[src/rtl/gf2_pkg.sv]
// gf2_pkg - shared definitions for the GF(2^2) lane transformer.
//   Elements are 2-bit vectors in normal basis [Omega^2, Omega]:
//   bit 1 is the Omega^2 coefficient, bit 0 the Omega coefficient.
//   Contents: lane width, transform mode enum, accumulate FSM state enum,
//   and the per-lane transform function.
package gf2_pkg;

   localparam int GF2_W = 2;

   typedef enum logic [1:0] {
      GF2_PASS  = 2'd0,
      GF2_SCLW  = 2'd1,
      GF2_SCLW2 = 2'd2,
      GF2_SQ    = 2'd3
   } gf2_mode_e;

   typedef enum logic {
      ST_IDLE = 1'b0,
      ST_ACC  = 1'b1
   } gf2_acc_st_e;

   // In the normal basis, squaring (which equals inversion in GF(4)) is a
   // coefficient swap, and scaling by Omega or Omega^2 is a 2-input XOR network.
   function automatic logic [GF2_W-1:0] gf2_xform(input logic [GF2_W-1:0] a,
                                                  input gf2_mode_e       mode);
      logic [GF2_W-1:0] r;
      case (mode)
         GF2_PASS:  r = a;
         GF2_SCLW:  r = {a[1] ^ a[0], a[1]};
         GF2_SCLW2: r = {a[0], a[1] ^ a[0]};
         GF2_SQ:    r = {a[0], a[1]};
         default:   r = a;
      endcase
      return r;
   endfunction

endpackage

[src/rtl/gf2_lane_xform.sv]
// gf2_lane_xform - combinational LANES-wide GF(2^2) transform.
//   in_data  : LANES packed 2-bit elements, lane k at [2k+1:2k]
//   in_mode  : transform applied to every lane (gf2_mode_e encoding)
//   out_data : transformed lanes, same packing
module gf2_lane_xform
   import gf2_pkg::*;
#(
   parameter int LANES = 8
) (
   input  logic [GF2_W*LANES-1:0] in_data,
   input  logic [1:0]             in_mode,
   output logic [GF2_W*LANES-1:0] out_data
);

   for (genvar k = 0; k < LANES; k++) begin : g_lane
      assign out_data[GF2_W*k +: GF2_W] =
         gf2_xform(in_data[GF2_W*k +: GF2_W], gf2_mode_e'(in_mode));
   end

endmodule

[src/rtl/gf2_scl_pipe.sv]
// gf2_scl_pipe - pipelined GF(2^2) lane transformer with elastic
// valid/ready handshake on both sides.
//   Parameters: LANES (1..64) elements per beat, STAGES (1..4) register depth.
//   Ports:
//     clk, rst_n              clock, asynchronous active-low reset
//     in_valid/in_ready       input handshake
//     in_data, in_mode        lanes and per-beat transform selection
//     in_last                 burst terminator (carried to out_last)
//     in_acc                  start/continue accumulation (GF2_SCL_ACC_EN only)
//     out_valid/out_ready     output handshake
//     out_data, out_last      registered results from the final stage
//   Build option: define GF2_SCL_ACC_EN to add the XOR-accumulate FSM and
//   the in_acc port. Without it every accepted beat enters the pipe.
module gf2_scl_pipe
   import gf2_pkg::*;
#(
   parameter int LANES  = 8,
   parameter int STAGES = 2
) (
   input  logic                   clk,
   input  logic                   rst_n,
   input  logic                   in_valid,
   output logic                   in_ready,
   input  logic [GF2_W*LANES-1:0] in_data,
   input  logic [1:0]             in_mode,
   input  logic                   in_last,
`ifdef GF2_SCL_ACC_EN
   input  logic                   in_acc,
`endif
   output logic                   out_valid,
   input  logic                   out_ready,
   output logic [GF2_W*LANES-1:0] out_data,
   output logic                   out_last
);

   localparam int DW = GF2_W * LANES;

   logic [DW-1:0]     xf_s;
   logic [DW-1:0]     push_d_s;
   logic              push_s;
   logic [STAGES-1:0] vld_s;
   logic [STAGES-1:0] advance_s;

   gf2_lane_xform #(.LANES(LANES)) u_xform (
      .in_data  (in_data),
      .in_mode  (in_mode),
      .out_data (xf_s)
   );

`ifdef GF2_SCL_ACC_EN
   gf2_acc_st_e   st_r;
   logic [DW-1:0] acc_r;
   logic          absorb_s;
   logic          accept_s;

   // Classify the current beat: absorbed into acc, or pushed (plain or burst result).
   always_comb begin
      absorb_s = 1'b0;
      push_d_s = xf_s;
      case (st_r)
         ST_IDLE: begin
            absorb_s = in_acc & ~in_last;
            push_d_s = xf_s;
         end
         ST_ACC: begin
            absorb_s = ~in_last;
            push_d_s = acc_r ^ xf_s;
         end
         default: begin
            absorb_s = 1'b0;
            push_d_s = xf_s;
         end
      endcase
   end

   // Absorbed beats never touch the pipe, so they are accepted even when it is full.
   assign in_ready = absorb_s | advance_s[0];
   assign accept_s = in_valid & in_ready;
   assign push_s   = accept_s & ~absorb_s;

   // Accumulate FSM: IDLE opens a burst on in_acc, ACC folds beats until in_last.
   always_ff @(posedge clk or negedge rst_n) begin
      if (!rst_n) begin
         st_r  <= ST_IDLE;
         acc_r <= {DW{1'b0}};
      end else if (accept_s) begin
         case (st_r)
            ST_IDLE: begin
               if (in_acc && !in_last) begin
                  acc_r <= xf_s;
                  st_r  <= ST_ACC;
               end
            end
            ST_ACC: begin
               if (in_last) begin
                  acc_r <= {DW{1'b0}};
                  st_r  <= ST_IDLE;
               end else begin
                  acc_r <= acc_r ^ xf_s;
               end
            end
            default: begin
               acc_r <= {DW{1'b0}};
               st_r  <= ST_IDLE;
            end
         endcase
      end
   end
`else
   assign push_d_s = xf_s;
   assign in_ready = advance_s[0];
   assign push_s   = in_valid & advance_s[0];
`endif

   // Stage i may load when any stage from i onward is empty or the output drains.
   // Written without a ready chain so there is no combinational loop through stages.
   for (genvar i = 0; i < STAGES; i++) begin : g_stage
      localparam logic [STAGES-1:0] LO_MASK = (STAGES'(1) << i) - STAGES'(1);

      logic          v_r;
      logic [DW-1:0] d_r;
      logic          l_r;
      logic          vin_s;
      logic [DW-1:0] din_s;
      logic          lin_s;

      if (i == 0) begin : g_head
         assign vin_s = push_s;
         assign din_s = push_d_s;
         assign lin_s = in_last;
      end else begin : g_body
         assign vin_s = g_stage[i-1].v_r;
         assign din_s = g_stage[i-1].d_r;
         assign lin_s = g_stage[i-1].l_r;
      end

      assign vld_s[i]     = v_r;
      assign advance_s[i] = out_ready | ~(&(vld_s | LO_MASK));

      // Stage register; payload is only captured with a valid beat so that
      // bubbles do not disturb the held data.
      always_ff @(posedge clk or negedge rst_n) begin
         if (!rst_n) begin
            v_r <= 1'b0;
            d_r <= {DW{1'b0}};
            l_r <= 1'b0;
         end else if (advance_s[i]) begin
            v_r <= vin_s;
            if (vin_s) begin
               d_r <= din_s;
               l_r <= lin_s;
            end
         end
      end
   end

   assign out_valid = g_stage[STAGES-1].v_r;
   assign out_data  = g_stage[STAGES-1].d_r;
   assign out_last  = g_stage[STAGES-1].l_r;

endmodule

[config.mk]
export PLATFORM = sky130hd
export DESIGN_NAME = gf2_scl_pipe
export DESIGN_NICKNAME = d
export VERILOG_FILES = /design/src/rtl/gf2_pkg.sv /design/src/rtl/gf2_lane_xform.sv /design/src/rtl/gf2_scl_pipe.sv
export SDC_FILE = /design/constraint.sdc
export NUM_CORES = 1
export LEC_CHECK = 0
export CAP_MARGIN = 20
export CORE_UTILIZATION = 49
export DETAILED_ROUTE_END_ITERATION = 8
export PLACE_DENSITY = 0.79
export SYNTH_ARGS = -nofsm -noshare
export SYNTH_HDL_FRONTEND = slang
export SYNTH_SLANG_ARGS = --single-unit
[constraint.sdc]
create_clock -name clk -period 1.7 [get_ports clk]
set_input_delay 0.34 -clock clk [delete_from_list [all_inputs] [get_ports clk]]
set_output_delay 0.34 -clock clk [all_outputs]
set_load 0.05 [all_outputs]
==> results of run 1 <==
power by group through the flow:
| stage | Sequential, uW | Clock [uW] | Combinational [uW] |
|---|---|---|---|
| 4_1_cts | 1130 | 407 | 1010 |
| 2_1_floorplan | 1500 | 0 | 280 |
| 3_3_place_gp | 1130 | 0 | 986 |
| 5_1_grt | 1140 | 447 | 1070 |
| 3_5_place_dp | 1150 | 0 | 1010 |
| 6_report | 1130 | 400 | 1010 |
how the worst max path moves through the flow:
stage / start / end / cells past startpoint
5_1_grt: out_ready / in_ready / 4
6_report: out_ready / in_ready / 4
2_1_floorplan: out_valid$_DFFE_PN0P_ / in_ready / 4
3_5_place_dp: out_ready / g_stage[0].d_r[11]$_DFFE_PN0P_ / 5
3_3_place_gp: out_ready / g_stage[0].d_r[9]$_DFFE_PN0P_ / 5
4_1_cts: out_ready / in_ready / 4
layout by cell type, fill, tap and decap left out, types with 10 or more instances in the layout:
| master | count |
|---|---|
| dfrtp_1 | 35 |
| clkdlybuf4s50_1 | 22 |
| buf_4 | 22 |
| mux2_2 | 18 |
| nor2b_1 | 16 |
| a211oi_1 | 16 |
| a21oi_1 | 16 |
| o21ai_0 | 16 |
| o31ai_1 | 15 |
| nand2_1 | 10 |
stage by stage:
| step | hold WS (ns) | setup WS, ns | cells |
|---|---|---|---|
| 5_1_grt | 0.449 | 0.0236 | 252 |
| 3_5_place_dp | 0.494 | -0.0309 | 246 |
| 2_1_floorplan | 0.0444 | 0.0377 | 162 |
| 4_1_cts | 0.414 | 0.0658 | 252 |
| 3_3_place_gp | 0.462 | 0.0574 | 246 |
| 6_report | 0.392 | 0.0642 | 252 |
metal layers:
metal  share of wire  vias up
met4           0.017        0
met1            0.46      712
met3           0.042        7
met2            0.48       44
met5               0        -
li1                -      681
logic make-up (layout without fill, tap and decap cells):
group | count (synthesis) | count (layout)
AO/OA/AOI/OAI | 64 | 64
flip-flops | 36 | 36
AND/OR/NAND/NOR | 30 | 30
multiplexers | 18 | 18
buffers and inverters | 14 | 58
flip-flops by register name, indices dropped and copies added, names as in the netlist:
register,count
g_stage.d_r,16
out_data,16
out_valid,1
out_last,1
g_stage.v_r,1
g_stage.l_r,1
cell type report:
type | instances | area [sq um] | share of cell area
Inverter | 4 | 15.0 | 0.00664
Sequential cell | 36 | 902 | 0.399
Timing Repair Buffer | 48 | 465 | 0.206
Tap cell | 46 | 57.6 | 0.0254
Clock buffer | 6 | 41.3 | 0.0183
Multi-Input combinational cell | 112 | 781 | 0.345
==> results.md, run 1 <==
* Initial drt markers at 92
* Most frequent cell after synthesis: dfrtp_1
* DP Area at 0.00222 sq mm
* Post-Synth Simple-Gate Area at 0.0979
* Fin area at 0.00226 sq mm
* GR Layer Usage met2 at 0.321
* Post-synth cell types at 16
* Part of the power in combinational logic at 0.398
* Post-Route Utilization at 0.667
* Power Dens Cells at 1120 mW/mm^2
* Post-synth EDFFs at 0
* Worst reg2reg setup slack at 0.37 ns
* Fin. Hold Viols at 0
* Initial antenna violation count at 0
* Required time of the critical path at ~1.4 ns
* Share of cells above drive strength 1 at 0.252
* I/O Buffers at a little over 40
* CTS tree: yes
* Routed Antenna Nets at 0
* IO Pins at 42
* Routed vias at between 1,000 and 1,500
* Critical path arrival at between 1 and 1.5 ns
* Final WL at 3730 um
* DRC at 0
* Gpl congestion at 0.892
* Area leader, netlist: dfrtp_1
* Clock share of power at 0.157
* Initial cell density of the core at 0.520
* Fin nets at 230
* RSZ-0062 raised after global routing: false
* Mapped Avg Cell Area at 10.9 sq um
* Kind of critical path: in2out
* First-pass GRT wire length at 5530 um
* Worst-path maximum fanout at 3
* Global router's overall resource usage at 0.202
* Met1 usage at 0.257
* Leakage at just under 0.001 uW
* Top Usage Layer GRT: met2
* VDD IR-drop max at 0.000343 V
* Total power at 2540 uW
* Post-synth top cells: dfrtp_1, mux2_2
* CP Launch Type: input port
* Syn nets at 185
* Slowest CP cell: clkdlybuf4s50_1
* Synth top area share at 0.511
* Min-delay worst type: in2async
* Slew HR at 0.713
* FP Rows at 21
* Vias in the first global route at 1,272
* Worst R2R Start: g_stage[0].v_r$_DFFE_PN0N_
* R2R depth at 4
* Hold Buf Count CTS at 0
* Top FF cell, synth: dfrtp_1
* # resized after CTS at 0
* Synth async-reset ratio at 1.00
* Status: finished clean
* Top post-synthesis cells by area: dfrtp_1, mux2_2, a211oi_1
* Pre-Repair DR Iteration Count at 4
* Pin count of the biggest net entering global routing at 37
* Buf+Inv Stages, Crit Path at 3
* Sequential share of power at 0.444
* WL per Instance at 14.8 um
* Synth Area in Compound Gates at 0.230
* Clock root buffer: clkbuf_4
* Die ar. at 0.00384 sq mm
* Die height at around 62 um
* R2r endpoint: g_stage[0].d_r[11]$_DFFE_PN0P_
* Clock Latency Late Sink at approximately 0.34 ns
* Clock skew at 0.0171 ns
* Mux cell area share after synthesis at 0.115
* Fin. max-slew vios at 0
* Synth Area in Adders at 0
* Tmin final at 1.64 ns
* Core Area at 0.00339 sq mm
* XOR/XNOR Fraction of Synth Area at 0
* Fill cells at 244
* HPWL Detailed at between 2000 and 3000 um
* Max Clock Freq at 611 MHz
* Cells after synthesis at 162
* Area Overhead vs Synth at 28.3%
* Ant diodes at 0
* Yosys Warn Count at 0
* Slew @ Worst Pin at 0.430 ns
* Sw frac at 0.389
* Final Cycle Share at 0.962
* Die Span X at 62.0 um
* Vias per cell at 5.73
* Critical path's largest stage delay at 0.47 ns
* Met3 usage at 0.0373
* Netlist Area Pre-Place at 0.00176 sq mm
* Crit path cell chain: clkdlybuf4s50_1 -> and3b_1 -> inv_1 -> buf_4
* Combinational family with the most area after synthesis: compound AO/OA/AOI/OAI gates
* Crit end category: output port
* Max-cap violations at 0
* Postcts setup bufs at 0
* CTS sink cnt at 36
* CP top delay family: buffers and inverters
* Clock-pin slew of the registers on the worst-case setup and hold paths at 0.10 ns
* H-tree levels at 2
* NetSw at 987 uW
* Pint at 1550 uW
* Clock tree buffer depth at 2
* # setup viols final at 0
* Sequential-to-total area share from yosys stat at 0.511
* CTS Buf Count at 5
* Yosys reg bits at 36
* Setup TNS at 0 ns
* GRT Residual Overflow at 0
Note: power is estimated with default switching activity, not from simulation.
==> run 2: changes to the inputs <==
--- a/config.mk
+++ b/config.mk
@@ -8,6 +8,7 @@
 export CAP_MARGIN = 20
 export CORE_UTILIZATION = 49
 export DETAILED_ROUTE_END_ITERATION = 8
+export MAX_ROUTING_LAYER = met4
 export PLACE_DENSITY = 0.79
 export SYNTH_ARGS = -nofsm -noshare
 export SYNTH_HDL_FRONTEND = slang
==> run 2 against run 1 <==
  * Sequential share of layout area unchanged
  * Final area unchanged
  * Hold slack better by 0.0037 ns
  * Critical path depth unchanged
  * First-iteration DRC count is the same
  * Sequential power about the same
  * Sequential cell count is the same
  * Register-to-register slack barely moved
  * Critical path type unchanged
==> results.md, run 2 (synthesis results as in run 1) <==
* Required time of the critical path at 1.36 ns
* Kind of critical path: in2out
* Core Area at 0.00339 sq mm
* Fin. max-slew vios at 0
* Ant diodes at 0
* Final Cycle Share at 0.962
* Die height at 62.0 um
* Share of cells above drive strength 1 at 0.252
* Pre-CTS setup slack at -0.0309 ns
* H-tree levels at 2
* Leakage at 0.000964 uW
* Routed vias at 1,443
* Setup WS post-layout at 0.0649 ns
* Slew HR at 0.714
* Fin. Hold Viols at 0
* Critical path arrival at roughly 1.3 ns
* Vias per cell at 5.73
* Clock tree buffer depth at 2
* Fin nets at between 200 and 250
* Initial antenna violation count at 0
* Worst R2R Start: g_stage[0].v_r$_DFFE_PN0N_
* Max Clock Freq at 612 MHz
* VDD IR-drop max at 0.000343 V
* Initial drt markers at 92
* CP Launch Type: input port
* Gpl congestion at between 0.9 and 1
* Crit end category: output port
* Clock root buffer: clkbuf_4
* Most common cell after layout, fill and taps aside: dfrtp_1
* GRT Residual Overflow at 0
* RSZ-0062 raised after global routing: false
* Min-delay worst type: in2async
* Tmin final at 1.64 ns
* I/O Buffers at 41
* Final WL at 3720 um
* Die ar. at 0.00384 sq mm
* Hold Buf Count CTS at 0
* Vias in the first global route at 1,272
* Post-Route Utilization at 0.667
* # setup viols final at 0
* # resized after CTS at 0
* WL per Instance at 14.8 um
* Commonest cells after routing, fill and taps aside: dfrtp_1, clkdlybuf4s50_1, buf_4
* R2r endpoint: g_stage[0].d_r[11]$_DFFE_PN0P_
* Pin count of the biggest net entering global routing at 37
* Postcts setup bufs at 0
* Slew @ Worst Pin at between 0.4 and 0.5 ns
* DRC at 0
* Pre-Repair DR Iteration Count at 4
* Final hold slack at 0.396 ns
* Power Dens Cells at 1120 mW/mm^2
* CTS tree: yes
* Status: finished clean
* Clock skew at 0.0172 ns
* First-pass GRT wire length at 5540 um
* Worst reg2reg setup slack at around 0.37 ns
* CTS sink cnt at 36
* HPWL Detailed at 2890 um
* FP Rows at 21
* Clock Latency Late Sink at 0.34 ns
* IO Pins at 42
* Global router's overall resource usage at 0.208
* Max-cap violations at 0
* Initial cell density of the core at 0.520
* Area Overhead vs Synth at 28.3%
* Clock-pin slew of the registers on the worst-case setup and hold paths at 0.10 ns
* CTS Buf Count at 5
* Routed Antenna Nets at 0
* Die Span X at 62.0 um
* R2R depth at 4
* Worst-path maximum fanout at 3
-- run 2: area by class of cell --
| type | instances | area [sq um] |
|---|---|---|
| flip-flops and latches | 36 | 902 |
| well taps | 46 | 57.6 |
| inverters | 4 | 15.0 |
| fillers | 244 | 1130 |
| repair buffers | 48 | 465 |
| clock buffers | 6 | 41.3 |
| multi-input cells | 112 | 781 |
-- run 2: worst max path at each step --
stage,start,end,slack (ns),cells after the start
floorplan,out_valid$_DFFE_PN0P_,in_ready,0.04,4
global placement,out_ready,g_stage[0].d_r[9]$_DFFE_PN0P_,0.06,5
detailed placement,out_ready,g_stage[0].d_r[11]$_DFFE_PN0P_,-0.03,5
CTS,out_ready,in_ready,0.07,4
global route,out_ready,in_ready,0.02,4
finish,out_ready,in_ready,0.06,4
-- run 2: layer usage --
metal	global-route usage	vias up	share of wire
li1	-	681	-
met1	0.257	715	0.46
met2	0.321	43	0.49
met3	0.0373	4	0.040
met4	0.117	0	0.0091
met5	-	-	0
-- run 2: through the flow --
stage          setup TNS, ns  instances  cell area [sq um]  power, uW
2_1_floorplan              0        162               1760       1780
3_3_place_gp               0        246               2220       2110
3_5_place_dp         -0.0328        246               2220       2160
4_1_cts                    0        252               2260       2550
5_1_grt                    0        252               2260       2660
6_report                   0        252               2260       2540
-- run 2: power breakdown --
part | leakage, uW | internal [uW] | total [uW] | switching [uW]
Sequential | 0.000438 | 1030 | 1130 | 98.8
Clock | 0.0000242 | 147 | 398 | 251
Combinational | 0.000502 | 376 | 1010 | 635
Total | 0.000964 | 1550 | 2540 | 985
-- run 2: critical path, cell delays in order --
cell and delay [ns]:
clkdlybuf4s50_1 0.47, and3b_1 0.20, inv_1 0.08, buf_4 0.20
==> run 3: changes to the inputs <==
--- a/config.mk
+++ b/config.mk
@@ -6,10 +6,11 @@
 export NUM_CORES = 1
 export LEC_CHECK = 0
 export CAP_MARGIN = 20
-export CORE_UTILIZATION = 49
+export CORE_UTILIZATION = 44
+export CTS_CLUSTER_DIAMETER = 100
 export DETAILED_ROUTE_END_ITERATION = 8
 export MAX_ROUTING_LAYER = met4
-export PLACE_DENSITY = 0.79
+export PLACE_DENSITY = 0.75
 export SYNTH_ARGS = -nofsm -noshare
 export SYNTH_HDL_FRONTEND = slang
 export SYNTH_SLANG_ARGS = --single-unit
==> constraint.sdc (replaced) <==
create_clock -name clk -period 1.4 [get_ports clk]
set_input_delay 0.28 -clock clk [delete_from_list [all_inputs] [get_ports clk]]
set_output_delay 0.28 -clock clk [all_outputs]
set_load 0.05 [all_outputs]
==> run 3 against run 2 <==
  * Largest cell class unchanged
  * Global-route usage increased by 1.2 points
  * Die area increased by 11%
  * Utilization rose by 2.8 points
  * Worst setup slack worse by 0.067 ns
  * The run now ends with setup timing left
  * Final cell count up 5.6%
==> results.md, run 3 (synthesis results as in run 1) <==
* Setup WS post-layout at -0.00224 ns
* Most common cell after layout, fill and taps aside: dfrtp_1
* Power Dens Cells at 1450 mW/mm^2
* Kind of critical path: reg2out
* Slew @ Worst Pin at 0.411 ns
* Combined area of the multi-input logic cells at 785 sq um
* Clock root buffer: clkbuf_8
* Pre-CTS setup slack at -0.246 ns
* GRT Residual Overflow at 0
* Vias in the first global route at about 1,500
* Gpl congestion at 0.833
* Area Overhead vs Synth at 47.7%
* Die Span X at 65.3 um
* CTS Buf Count at 5
* Die height at 65.3 um
* Commonest cells after routing, fill and taps aside: dfrtp_1, clkdlybuf4s50_1, buf_12
* Initial antenna violation count at 0
* Fin. Hold Viols at 0
* H-tree levels at 2
* Clock skew at roughly 0.0059 ns
* First-pass GRT wire length at 6890 um
* Setup TNS at -0.00224 ns
* Fin. max-slew vios at 0
* Fin nets at 240
* I/O Buffers at 41
* VDD IR-drop max at 0.000525 V
* FP Rows at 22
* Routed Antenna Nets at 0
* Initial cell density of the core at 0.471
* Worst reg2reg setup slack at roughly 0.11 ns
* Min-delay worst type: in2async
* Max Clock Freq at 713 MHz
* Tmin final at 1.40 ns
* Clock tree buffer depth at 2
* Status: finished with violations
* Critical path arrival at 1.12 ns
* RSZ-0062 raised after global routing: true
* Worst-path maximum fanout at 3
* CTS sink cnt at 36
* Final Cycle Share at 1.00
* CP Launch Type: register
* Slew HR at 0.726
* WL per Instance at about 15 um
* Core Area at 0.00374 sq mm
* Register area at 902 sq um
* Pre-Repair DR Iteration Count at 4
* Global router's overall resource usage at 0.221
* IO Pins at 42
* Share of cells above drive strength 1 at 0.303
* CTS tree: yes
* DRC at 0
* Routed vias at 1,459
* Ant diodes at 0
* Die ar. at approximately 0.0043 sq mm
* HPWL Detailed at 3090 um
* Max-cap violations at 0
* Failing checks: setup timing
* Fill cells at 268
* Pin count of the biggest net entering global routing at 37
* Clock-pin slew of the registers on the worst-case setup and hold paths at 0.07 ns
* Initial drt markers at 79
* Required time of the critical path at 1.12 ns
* # setup viols final at 1
* Clock Latency Late Sink at 0.29 ns
* Crit end category: output port
* Vias per cell at about 5.5
* Leakage at 0.00110 uW
* Final WL at 3990 um
* Hold Buf Count CTS at 0
## run 3: cell types whose count changed in the layout (fill, tap and decap cells not counted), sizes merged
cell,change
clkdlybuf4s50,-1
dlygate4sd2,+1
buf,+10
clkbuf,+2
## run 3: critical path, stage by stage (launching register included)
cell     delay (ns)
dfrtp_2        0.40
and3b_2        0.22
inv_2          0.08
buf_12         0.13
## run 3: what timing repair did
action,4_1_cts,5_1_grt
setup buffers,3,0
pin swaps,1,0
setup endpoints to repair,1,1
resized for setup,2,0
## run 3: final cells by class
type / instances / area share
Sequential cell: 36 / 0.346
Clock buffer: 8 / 0.0346
Timing Repair Buffer: 58 / 0.289
Multi-Input combinational cell: 112 / 0.301
Tap cell: 48 / 0.0231
Inverter: 4 / 0.00577
## run 3: worst paths after layout
kind | startpoint | end | cells past startpoint
max | out_valid$_DFFE_PN0P_ | in_ready | 3
min | rst_n | g_stage[0].d_r[1]$_DFFE_PN0P_ | 2
max reg2reg | out_valid$_DFFE_PN0P_ | g_stage[0].d_r[10]$_DFFE_PN0P_ | 4
min reg2reg | g_stage[0].d_r[1]$_DFFE_PN0P_ | out_data[1]$_DFFE_PN0P_ | 1
max in group asynchronous | rst_n | out_valid$_DFFE_PN0P_ | 2
min in group clk | out_ready | out_valid$_DFFE_PN0P_ | 3
## run 3: metrics by stage
stage | instance area [sq um] | hold WS, ns | util | instances | total power (uW)
floorplan | 1770 | -0.0156 | - | 162 | 2170
global placement | 2490 | 0.481 | 0.665 | 255 | 2980
detailed placement | 2490 | 0.489 | 0.665 | 255 | 3050
CTS | 2600 | 0.373 | 0.696 | 266 | 3810
global route | 2600 | 0.394 | 0.696 | 266 | 3950
finish | 2600 | 0.373 | 0.696 | 266 | 3780
## run 3: where the power goes
part / leakage, uW / switching [uW] / internal, uW
combinational: 0.000621 / 783 / 804
clock: 0.0000455 / 348 / 401
sequential: 0.000438 / 191 / 1250
## run 3: per-layer routing
metal  track usage  part of all wire  vias to the layer above
met5             -                 0                        -
met3        0.0503             0.045                        9
li1              -                 -                      705
met4        0.0951             0.028                        0
met1         0.268              0.42                      691
met2         0.353              0.50                       54
